===== src/rtl/seq_pattern_tx.sv =====
// Serial "101" link transmitter: loads a frame over valid/ready, shifts it out MSB-first
// one bit per clock, and counts overlapping "101" patterns actually driven on the line.
module seq_pattern_tx #(
  parameter int WIDTH = 32,
  parameter int LEN_W = 6,
  parameter int HIT_W = 8
) (
  input  logic             clk,
  input  logic             reset,
  input  logic             load_valid,
  output logic             load_ready,
  input  logic [WIDTH-1:0] load_data,
  input  logic [LEN_W-1:0] load_len,
  input  logic             clr_hits,
  output logic             tx_seq,
  output logic             tx_valid,
  output logic             done,
  output logic [HIT_W-1:0] hit_count
);

  typedef enum logic {IDLE, SHIFT} state_t;

  localparam logic [LEN_W-1:0] WIDTH_L = LEN_W'(WIDTH);

  state_t           state, state_nxt;
  logic [WIDTH-1:0] shift_reg, shift_nxt;
  logic [LEN_W-1:0] bits_left, bits_nxt;
  logic             tx_seq_nxt, tx_valid_nxt, done_nxt;
  logic [LEN_W-1:0] len_eff;
  logic [WIDTH-1:0] aligned;
  logic             accept;
  logic [1:0]       hist;
  logic             hit;

  // Left-justify the frame so its first bit sits in the MSB of the shifter.
  always_comb begin
    len_eff = load_len;
    if (load_len == '0 || load_len > WIDTH_L) len_eff = WIDTH_L;
    aligned = load_data << (WIDTH_L - len_eff);
  end

  always_comb begin
    load_ready = (state == IDLE) || (state == SHIFT && bits_left == LEN_W'(1));
    accept     = load_valid && load_ready;
  end

  // bits_left counts the bits still on the line, including the one showing now.
  always_comb begin
    state_nxt    = state;
    shift_nxt    = shift_reg;
    bits_nxt     = bits_left;
    tx_seq_nxt   = 1'b0;
    tx_valid_nxt = 1'b0;
    done_nxt     = 1'b0;
    if (accept) begin
      state_nxt    = SHIFT;
      tx_seq_nxt   = aligned[WIDTH-1];
      shift_nxt    = aligned << 1;
      bits_nxt     = len_eff;
      tx_valid_nxt = 1'b1;
      done_nxt     = (len_eff == LEN_W'(1));
    end else begin
      case (state)
        SHIFT: begin
          if (bits_left == LEN_W'(1)) begin
            state_nxt = IDLE;
            bits_nxt  = '0;
            shift_nxt = '0;
          end else begin
            tx_seq_nxt   = shift_reg[WIDTH-1];
            shift_nxt    = shift_reg << 1;
            bits_nxt     = bits_left - LEN_W'(1);
            tx_valid_nxt = 1'b1;
            done_nxt     = (bits_left == LEN_W'(2));
          end
        end
        default: ;
      endcase
    end
  end

  always_ff @(posedge clk or negedge reset) begin
    if (!reset) begin
      state     <= IDLE;
      shift_reg <= '0;
      bits_left <= '0;
      tx_seq    <= 1'b0;
      tx_valid  <= 1'b0;
      done      <= 1'b0;
    end else begin
      state     <= state_nxt;
      shift_reg <= shift_nxt;
      bits_left <= bits_nxt;
      tx_seq    <= tx_seq_nxt;
      tx_valid  <= tx_valid_nxt;
      done      <= done_nxt;
    end
  end

  // History shifts every cycle so idle gaps break patterns like a line-side detector.
  always_comb hit = ({hist, tx_seq} == 3'b101);

  always_ff @(posedge clk or negedge reset) begin
    if (!reset) begin
      hist      <= 2'b00;
      hit_count <= '0;
    end else begin
      hist <= {hist[0], tx_seq};
      if (clr_hits)
        hit_count <= '0;
      else if (hit && hit_count != '1)
        hit_count <= hit_count + HIT_W'(1);
    end
  end

endmodule

===== config.mk =====
export PLATFORM = sky130hd
export DESIGN_NAME = seq_pattern_tx
export DESIGN_NICKNAME = d
export VERILOG_FILES = /design/src/rtl/seq_pattern_tx.sv
export SDC_FILE = /design/constraint.sdc
export NUM_CORES = 1
export LEC_CHECK = 0
export CAP_MARGIN = 20
export CORE_UTILIZATION = 50
export DETAILED_ROUTE_END_ITERATION = 16
export GPL_ROUTABILITY_DRIVEN = 0
export PLACE_DENSITY = 0.79
export SLEW_MARGIN = 10
export SYNTH_ARGS = -nofsm -noshare
export SYNTH_HDL_FRONTEND = slang
export SYNTH_SLANG_ARGS = --single-unit

===== constraint.sdc =====
create_clock -name clk -period 2.5 [get_ports clk]
set_input_delay 0.625 -clock clk [delete_from_list [all_inputs] [get_ports clk]]
set_output_delay 0.625 -clock clk [all_outputs]
set_load 0.02 [all_outputs]

# Word-level counts from Yosys, hierarchy flattened
# Cells that the tools add are included.
# op_classes
addsub,3
multipliers,0
div,0
order_cmp,1
n_eq_ne,5
shift,1
n_mux,18
bitwise_logic,1
n_reduce_logical,8
# op_table
cell,n
2-to-1 mux 32 bit,3
left shift 32 x 6 -> 32 bit,1
2-to-1 mux 6 bit,4
2-to-1 mux 8 bit,2
== test 6 x 1 -> 1 bit (second input constant),2
2-to-1 mux 1 bit,9
adder 8 x 1 -> 8 bit (second input constant),1
inequality test 8 bit (second input constant),1
== test 6 x 2 -> 1 bit (second input constant),1
> comparator 6 bit (second input constant),1
zero test 6 bit,1
subtractor 6 x 1 -> 6 bit (second input constant),1
subtractor 6 bit (first input constant),1
nonzero test 2 bit,2
== test 3 bit (second input constant),1
logical AND 1 bit,3
logical OR 1 bit,2
NOT 1 bit,1
# totals
reg_bits,51
latch_bits,0
mem_bits_rw,0
rom_bits,0
in_bits,42
output_inout_bits,12
elab_cells,44
n_memories,0

# Logic depth before layout (Yosys ltp)
# Gate-level depths: netlist of run 1.
# depth
ltp_word,6
depth_mapped,14
mapped_depth_nobuf,9

# Least setup slack after synthesis of run 1
# Ideal clock, no wire load.
# synth_timing
path_kind,in2reg
start,input port load_len[5]
end,register tx_seq
setup_ns,0.126
arrival_time_ns,3.329
required_time_ns,2.374
path_slack_ns,-0.955
cell_stages,13
path_buffers,4
cell_sequence,and2b_4 -> inv_2 -> buf_6 -> buf_2 -> buf_2 -> ha_1 -> buf_4 -> xor2_1 -> mux2_1 -> a221oi_1 -> o2bb2ai_1 -> mux2i_1 -> a221o_1
# synth_via
elab_chain_cells,6
word_cells_on_any_way,7
cone_classes,1 x add/sub; 1 x order compare; 1 x shift; 2 x mux; 2 x reduce/logical
# synth_rtl
element,line_no,text
from (decl),13,"input logic [LEN_W-1:0] load_len,"
> comparator 6 bit / zero test 6 bit (equally long branches),38,if (load_len == '0 || load_len > WIDTH_L) len_eff = WIDTH_L;
logical OR 1 bit,38,
2-to-1 mux 6 bit *,38,
subtractor 6 bit *,39,aligned = load_data << (WIDTH_L - len_eff);
left shift 32 x 6 -> 32 bit *,39,
2-to-1 mux 1 bit *,55,if (accept) begin
named net tx_seq_nxt,28,"logic tx_seq_nxt, tx_valid_nxt, done_nxt;"
to (signal assigned),94,tx_seq <= tx_seq_nxt;
to (decl),15,"output logic tx_seq,"
# The timed path passes the listed nets; every way through them passes the cells marked *.
# A chain may end at the register's enable or synchronous reset.

# Worst setup path in the final report of run 1
# layout_timing
start,input port load_len[5]
end,register shift_reg[18]
# layout_via
elab_chain_cells,6
word_cells_on_any_way,7
cone_classes,1 x add/sub; 1 x order compare; 1 x shift; 2 x mux; 2 x reduce/logical
# layout_rtl
element,line_no,text
> comparator 6 bit / zero test 6 bit (equally long branches),38,
logical OR 1 bit,38,
2-to-1 mux 6 bit *,38,
subtractor 6 bit *,39,
left shift 32 x 6 -> 32 bit *,39,
2-to-1 mux 32 bit *,55,
to (signal assigned),92,shift_reg <= shift_nxt;
to (decl),26,"logic [WIDTH-1:0] shift_reg, shift_nxt;"
# Every way passes the cells marked *; elsewhere a longest branch is shown, timed or not.

==> results of run 1 <==
-- cell usage after synthesis, drive strengths merged, types with 2 or more instances --
cell type  number  area [um^2]
a221oi          8         70.1
a221o           4         40.0
mux2           11          124
or3             3         28.8
and3            6         37.5
o31ai           3         27.5
a31oi          11         68.8
dfrtp          50         1250
ha              6         75.1
mux2i          63          634
o22ai           2         12.5
o211ai          9         67.6
a2bb2oi         2         17.5
nand2b          6         45.0
nand4           4         25.0
a21oi          20          100
a21o            2         15.0
nor3            9         50.1
inv            12         45.1
and2            2         12.5
o21ai          20          104
a222oi          5         50.1
nand3           6         35.0
o32a            2         20.0
nand2          56          210
a211oi          3         22.5
o21a            2         15.0
nor2b           2         12.5
mux4           15          338
o22a            2         17.5
nor4            2         12.5
xnor2           3         45.1
a22oi          12         90.1
clkbuf         14         52.6
nor2           41          161
buf            22          128
xor2            8         77.6
-- area by class of cell --
type	instances	area (um^2)
multi-input combinational	370	3180
clock buffer	6	82.6
fill	552	2160
inverter	12	50.0
clock inverter	2	17.5
timing repair buffer	162	1430
sequential	50	1250
tap	105	131
-- cells by family (layout without fill, tap and decap cells) --
| group | count (synthesis) | after routing |
|---|---|---|
| buffers and inverters | 48 | 182 |
| multiplexers | 89 | 89 |
| adder cells (fa/ha/maj) | 6 | 6 |
| XOR/XNOR | 11 | 11 |
| flip-flops | 50 | 50 |
| AO/OA/AOI/OAI | 121 | 121 |
| AND/OR/NAND/NOR | 143 | 143 |
-- routing by layer --
metal | vias to the layer above | part of all wire (%)
met2 | 325 | 48
met5 | - | 0
met1 | 2278 | 37
met4 | 0 | 5.6
met3 | 84 | 8.9
li1 | 2034 | -
-- worst max-delay path, cell delays in order --
cell,delay (ns)
buf_6,0.09
and2b_4,0.26
inv_4,0.04
ha_4,0.34
buf_8,0.15
mux2_4,0.32
mux4_2,0.52
o211ai_1,0.26
a31oi_1,0.13
-- final timing paths --
check,start,to,slack [ns],depth (start not counted)
setup reg to reg,bits_left[2],shift_reg[30],0.22,8
hold / removal,reset,state,0.27,1
min in group clk,hist[0],hist[1],0.38,0
max in group asynchronous,reset,shift_reg[22],1.68,2
hold reg to reg,hist[0],hist[1],0.38,0
setup / recovery,load_len[5],shift_reg[18],-0.08,9
-- timing repair --
| item | CTS | global route |
|---|---|---|
| buffers inserted | 12 | 5 |
| resized for setup | 38 | 33 |
| pin swaps | 16 | 16 |
| endpoints found under the setup margin | 33 | 26 |
-- report_power, final --
group          total (mW)  leakage [nW]  internal (mW)  switching, mW
logic                1.90          2.03          0.933          0.968
registers            1.22         0.667           1.04          0.180
clock network       0.503        0.0514          0.228          0.274
total                3.62          2.75           2.20           1.42
==> results.toml, run 1 <==
[outcome]
outcome = "finished with violations"
violations = "negative setup slack"

[die]
rows = 33
start_util_pct = 52.2
fp.dieH_um = 95.1
die_x_um = 95.1
dieArea_mm2 = 0.00904
pin_count = 54
core_mm2 = 0.00830

[logic_synthesis]
seq_area_frac_synth_pct = 28.9
synth_top_family_by_area = "multiplexers"
synth_xor_area_share_pct = 2.83
synth-compound-area-share_pct = 20.2
synth_cells = 468
synth_fa_ha_area_share_pct = 1.73
ys_async_sr_fraction_pct = 100
synth-edff-count = 0
synthSimpleGateAreaFrac_pct = 15.8
ys_types = 73
muxShareOfSynthArea_pct = 25.3
synth_top_flop_cell = "dfrtp_1"
syn_avg_cell_area_um2 = 9.26
ys_warn_count = 0
synthesis.nets = 516
ys_ff_latch = 50
syn_area_mm2 = 0.00433

[final_layout]
fin_area_mm2 = 0.00614
utilization_pct = 74.0
layout_common_cells = "buf_4 (97), nand2_1 (53), dfrtp_1 (50), clkdlybuf4s50_1 (47), mux2i_1 (44)"
n_antenna_cell = 0
syn_to_final_growth_pct = 41.7
drive_gt1_share_pct = 34.7
final_common_cell = "buf_4"
final_cells = 707
largest_reg_flops = 31
final_nets = 649

[sta]
fin_crit_sh_pct = 103
finClkSkew_ns = 0.0146
relSlewSlack_pct = 54.4
period_needed_ns = 2.58
worstMarginPinSlew_ns = 0.681
timing.hold.ws_ns = 0.275
final_hold_viol_count = 0
fmax_mhz = 388
rsz0062_at_grt = "true"
setup_viol = 14
worst_slack_ns = -0.0775
fin_tns_setup_ns = -0.537
slew_violations = 0

[clock_tree]
cts_max_path_buffers = 2
root_buffer = "clkbuf_8"
path_clk_slew_ns = 0.10
clk_latency_ns = 0.30
cts_tree = "built"
postCtsHoldBufs = 0
numCtsBuffers = 5
cts_num_sinks = 50
h-tree-depth = 2

[job]
max-cap-violations = 0

[hold_path]
hold_path.class = "in2async"

[route]
drt_first_pass_iters = 6
first_iter_violations = 565
vias = 4721
ant_nets = 0
routed_wirelength_um = 14900
wl_per_cell_um = 21.1
route.detailed.drc = 0
vias_per_cell = 6.68

[placed_design]
place_ws_ns = -0.767
port_buffers = 53
dpl.cell_count = 683
placed_cell_area_mm2 = 0.00564
dp_hpwl_um = 10400

[global_routing]
antenna_found_initial = 0
grt_use_met3_pct = 5.82
grt_pass1_wl_um = 22800
first_global_vias = 4639
grt_overflow_total = 0
met2_usage_pct = 55.8
grtUsageMet1_pct = 40.6
grt_usage_pct = 33.1
grt-busiest-layer = "met2"
grt_max_degree = 36

[power]
fin_total_pwr_mw = 3.62
power.leakage_nw = 2.75
irDropWorstVdd_uv = 294
p_per_area_mw_per_mm2 = 590

[worst_setup_path]
crit_fanout = 8
cp-end-kind = "register"
start_kind = "primary input"
cp_data_arrival_time_ns = 2.75
path_class = "in2reg"
crit_required_ns = 2.67
(Power assumes the default switching activity.)
==> run 2, diff against run 1 <==
--- a/config.mk
+++ b/config.mk
@@ -7,9 +7,11 @@
 export LEC_CHECK = 0
 export CAP_MARGIN = 20
 export CORE_UTILIZATION = 50
+export CTS_CLUSTER_DIAMETER = 80
 export DETAILED_ROUTE_END_ITERATION = 16
 export GPL_ROUTABILITY_DRIVEN = 0
 export PLACE_DENSITY = 0.79
+export REMOVE_ABC_BUFFERS = 1
 export SLEW_MARGIN = 10
 export SYNTH_ARGS = -nofsm -noshare
 export SYNTH_HDL_FRONTEND = slang
==> run 2 against run 1 <==
  * The run still ends with negative setup slack left
  * Global-route usage increased by 1.8 points
  * Hold slack got worse by 0.083 ns
  * Clock skew decreased by 0.0026 ns
  * Combinational power increased by 5%
  * Cell count increased by 1.1%
  * Sequential share of layout area decreased by 0.57 points
  * Routed wire length increased by 12%
  * Design area increased by 2.9%
  * Non-clock buffer count increased by 7
  * Clock power increased by 20%
  * Sequential power about the same
  * Largest cell class unchanged
==> results.toml, run 2 (synthesis results as in run 1) <==
[power]
irDropWorstVdd_uv = 325
power.leakage_nw = 2.82
p_per_area_mw_per_mm2 = 606
fin_total_pwr_mw = 3.83

[worst_setup_path]
crit_path_cell_trace = "buf_6 > and2b_4 > inv_4 > ha_4 > buf_12 > buf_12 > mux2i_1 > mux2i_1 > mux2i_1 > a2111oi_0 > a221o_1"
start_kind = "primary input"
cp_slowest_cell = "a2111oi_0"
crit_top_cell = "mux2i_1"
r2r_cells = 8
path_class = "in2reg"
cp-end-kind = "register"
crit_fanout = 9
cp_data_arrival_time_ns = 2.97
critPathMaxStageDelay_ns = 0.52
crit_required_ns = 2.75

[clock_tree]
root_buffer = "clkbuf_8"
cts_tree = "built"
h-tree-depth = 2
path_clk_slew_ns = 0.11
cts_max_path_buffers = 2
clk_latency_ns = 0.31
numCtsBuffers = 5
cts_num_sinks = 50

[die]
start_util_pct = 52.2
dieArea_mm2 = 0.00904
core_mm2 = 0.00830
pin_count = 54
die_x_um = 95.1
fp.dieH_um = 95.1
rows = 33

[final_layout]
layout_common_cells = "buf_4 (98), mux2i_1 (51), nand2_1 (50), dfrtp_1 (50), clkdlybuf4s50_1 (47)"
largest_reg_flops = 31
fin_area_mm2 = 0.00631
drive_gt1_share_pct = 36.9
regArea_mm2 = 0.00125
final_nets = 657
final_common_cell = "buf_4"
fillers = 497
n_antenna_cell = 0
syn_to_final_growth_pct = 45.7
utilization_pct = 76.1
multi_input_area_mm2 = 0.00324

[global_routing]
antenna_found_initial = 0
grt_overflow_total = 0
grt_pass1_wl_um = 24000
first_global_vias = 4649
grt_usage_pct = 34.9
grt_max_degree = 39

[hold_path]
hold_path.class = "in2async"

[route]
drt_first_pass_iters = 7
vias_per_cell = 6.98
routed_wirelength_um = 16800
first_iter_violations = 728
ant_nets = 0
route.detailed.drc = 0
vias = 4991
wl_per_cell_um = 23.4

[sta]
worstMarginPinSlew_ns = 0.607
relSlewSlack_pct = 59.3
fin_crit_sh_pct = 109
fmax_mhz = 368
timing.hold.ws_ns = 0.192
finClkSkew_ns = 0.0120
slew_violations = 0
period_needed_ns = 2.72
fin_tns_setup_ns = -1.38
rsz0062_at_grt = "true"
worst_slack_ns = -0.220
setup_viol = 18
final_hold_viol_count = 0

[outcome]
outcome = "finished with violations"
violations = "negative setup slack"

[job]
max-cap-violations = 0

[placed_design]
dp_hpwl_um = 10000
port_buffers = 53
placed_cell_area_mm2 = 0.00557
## run 2: worst max-delay path: cells and delay by family
kind	cells	cell delay, ns
fa+ha+maj	1	0.34
buf+inv	4	0.40
compound gates	2	0.73
mux	3	0.61
simple gates	1	0.26
## run 2: through the flow
step	worst slack (ns)	cells
floorplan	-1.61	432
global placement	-0.895	687
detailed placement	-1.04	687
CTS	-0.0226	709
global route	-0.257	715
finish	-0.220	715
## run 2: cell type report
class                   instances  area share [%]
clock buffers                   5            1.09
clock inverters                 3           0.753
inverters                      12           0.832
multi-input cells             371            51.4
flip-flops and latches         50            19.8
well taps                     105            2.08
repair buffers                169            24.1
## run 2: final timing paths
path / start / to / slack [ns]
max: load_len[5] / tx_seq / -0.22
max in group asynchronous: reset / shift_reg[5] / 1.73
max reg2reg: bits_left[2] / shift_reg[24] / 0.18
min reg2reg: hist[0] / hist[1] / 0.39
min in group clk: hist[0] / hist[1] / 0.39
min: reset / state / 0.19
## run 2: power breakdown
| part | switching, mW | internal (mW) |
|---|---|---|
| clock | 0.301 | 0.304 |
| combinational | 1.03 | 0.968 |
| sequential | 0.185 | 1.04 |
## run 2: layer usage
metal | up-vias | wire (um) | track usage, %
met5 | - | 0 | 0
met4 | 0 | 1370 | 21.7
met3 | 152 | 1710 | 5.50
met2 | 462 | 7670 | 56.2
met1 | 2326 | 6020 | 43.7
li1 | 2051 | - | -
## run 2: timing repair
action	4_1_cts	5_1_grt
endpoints found under the setup margin	32	24
gates cloned	1	0
buffers inserted	13	9
gates resized for setup	57	52
pin swaps	16	16
hold buffers	0	0
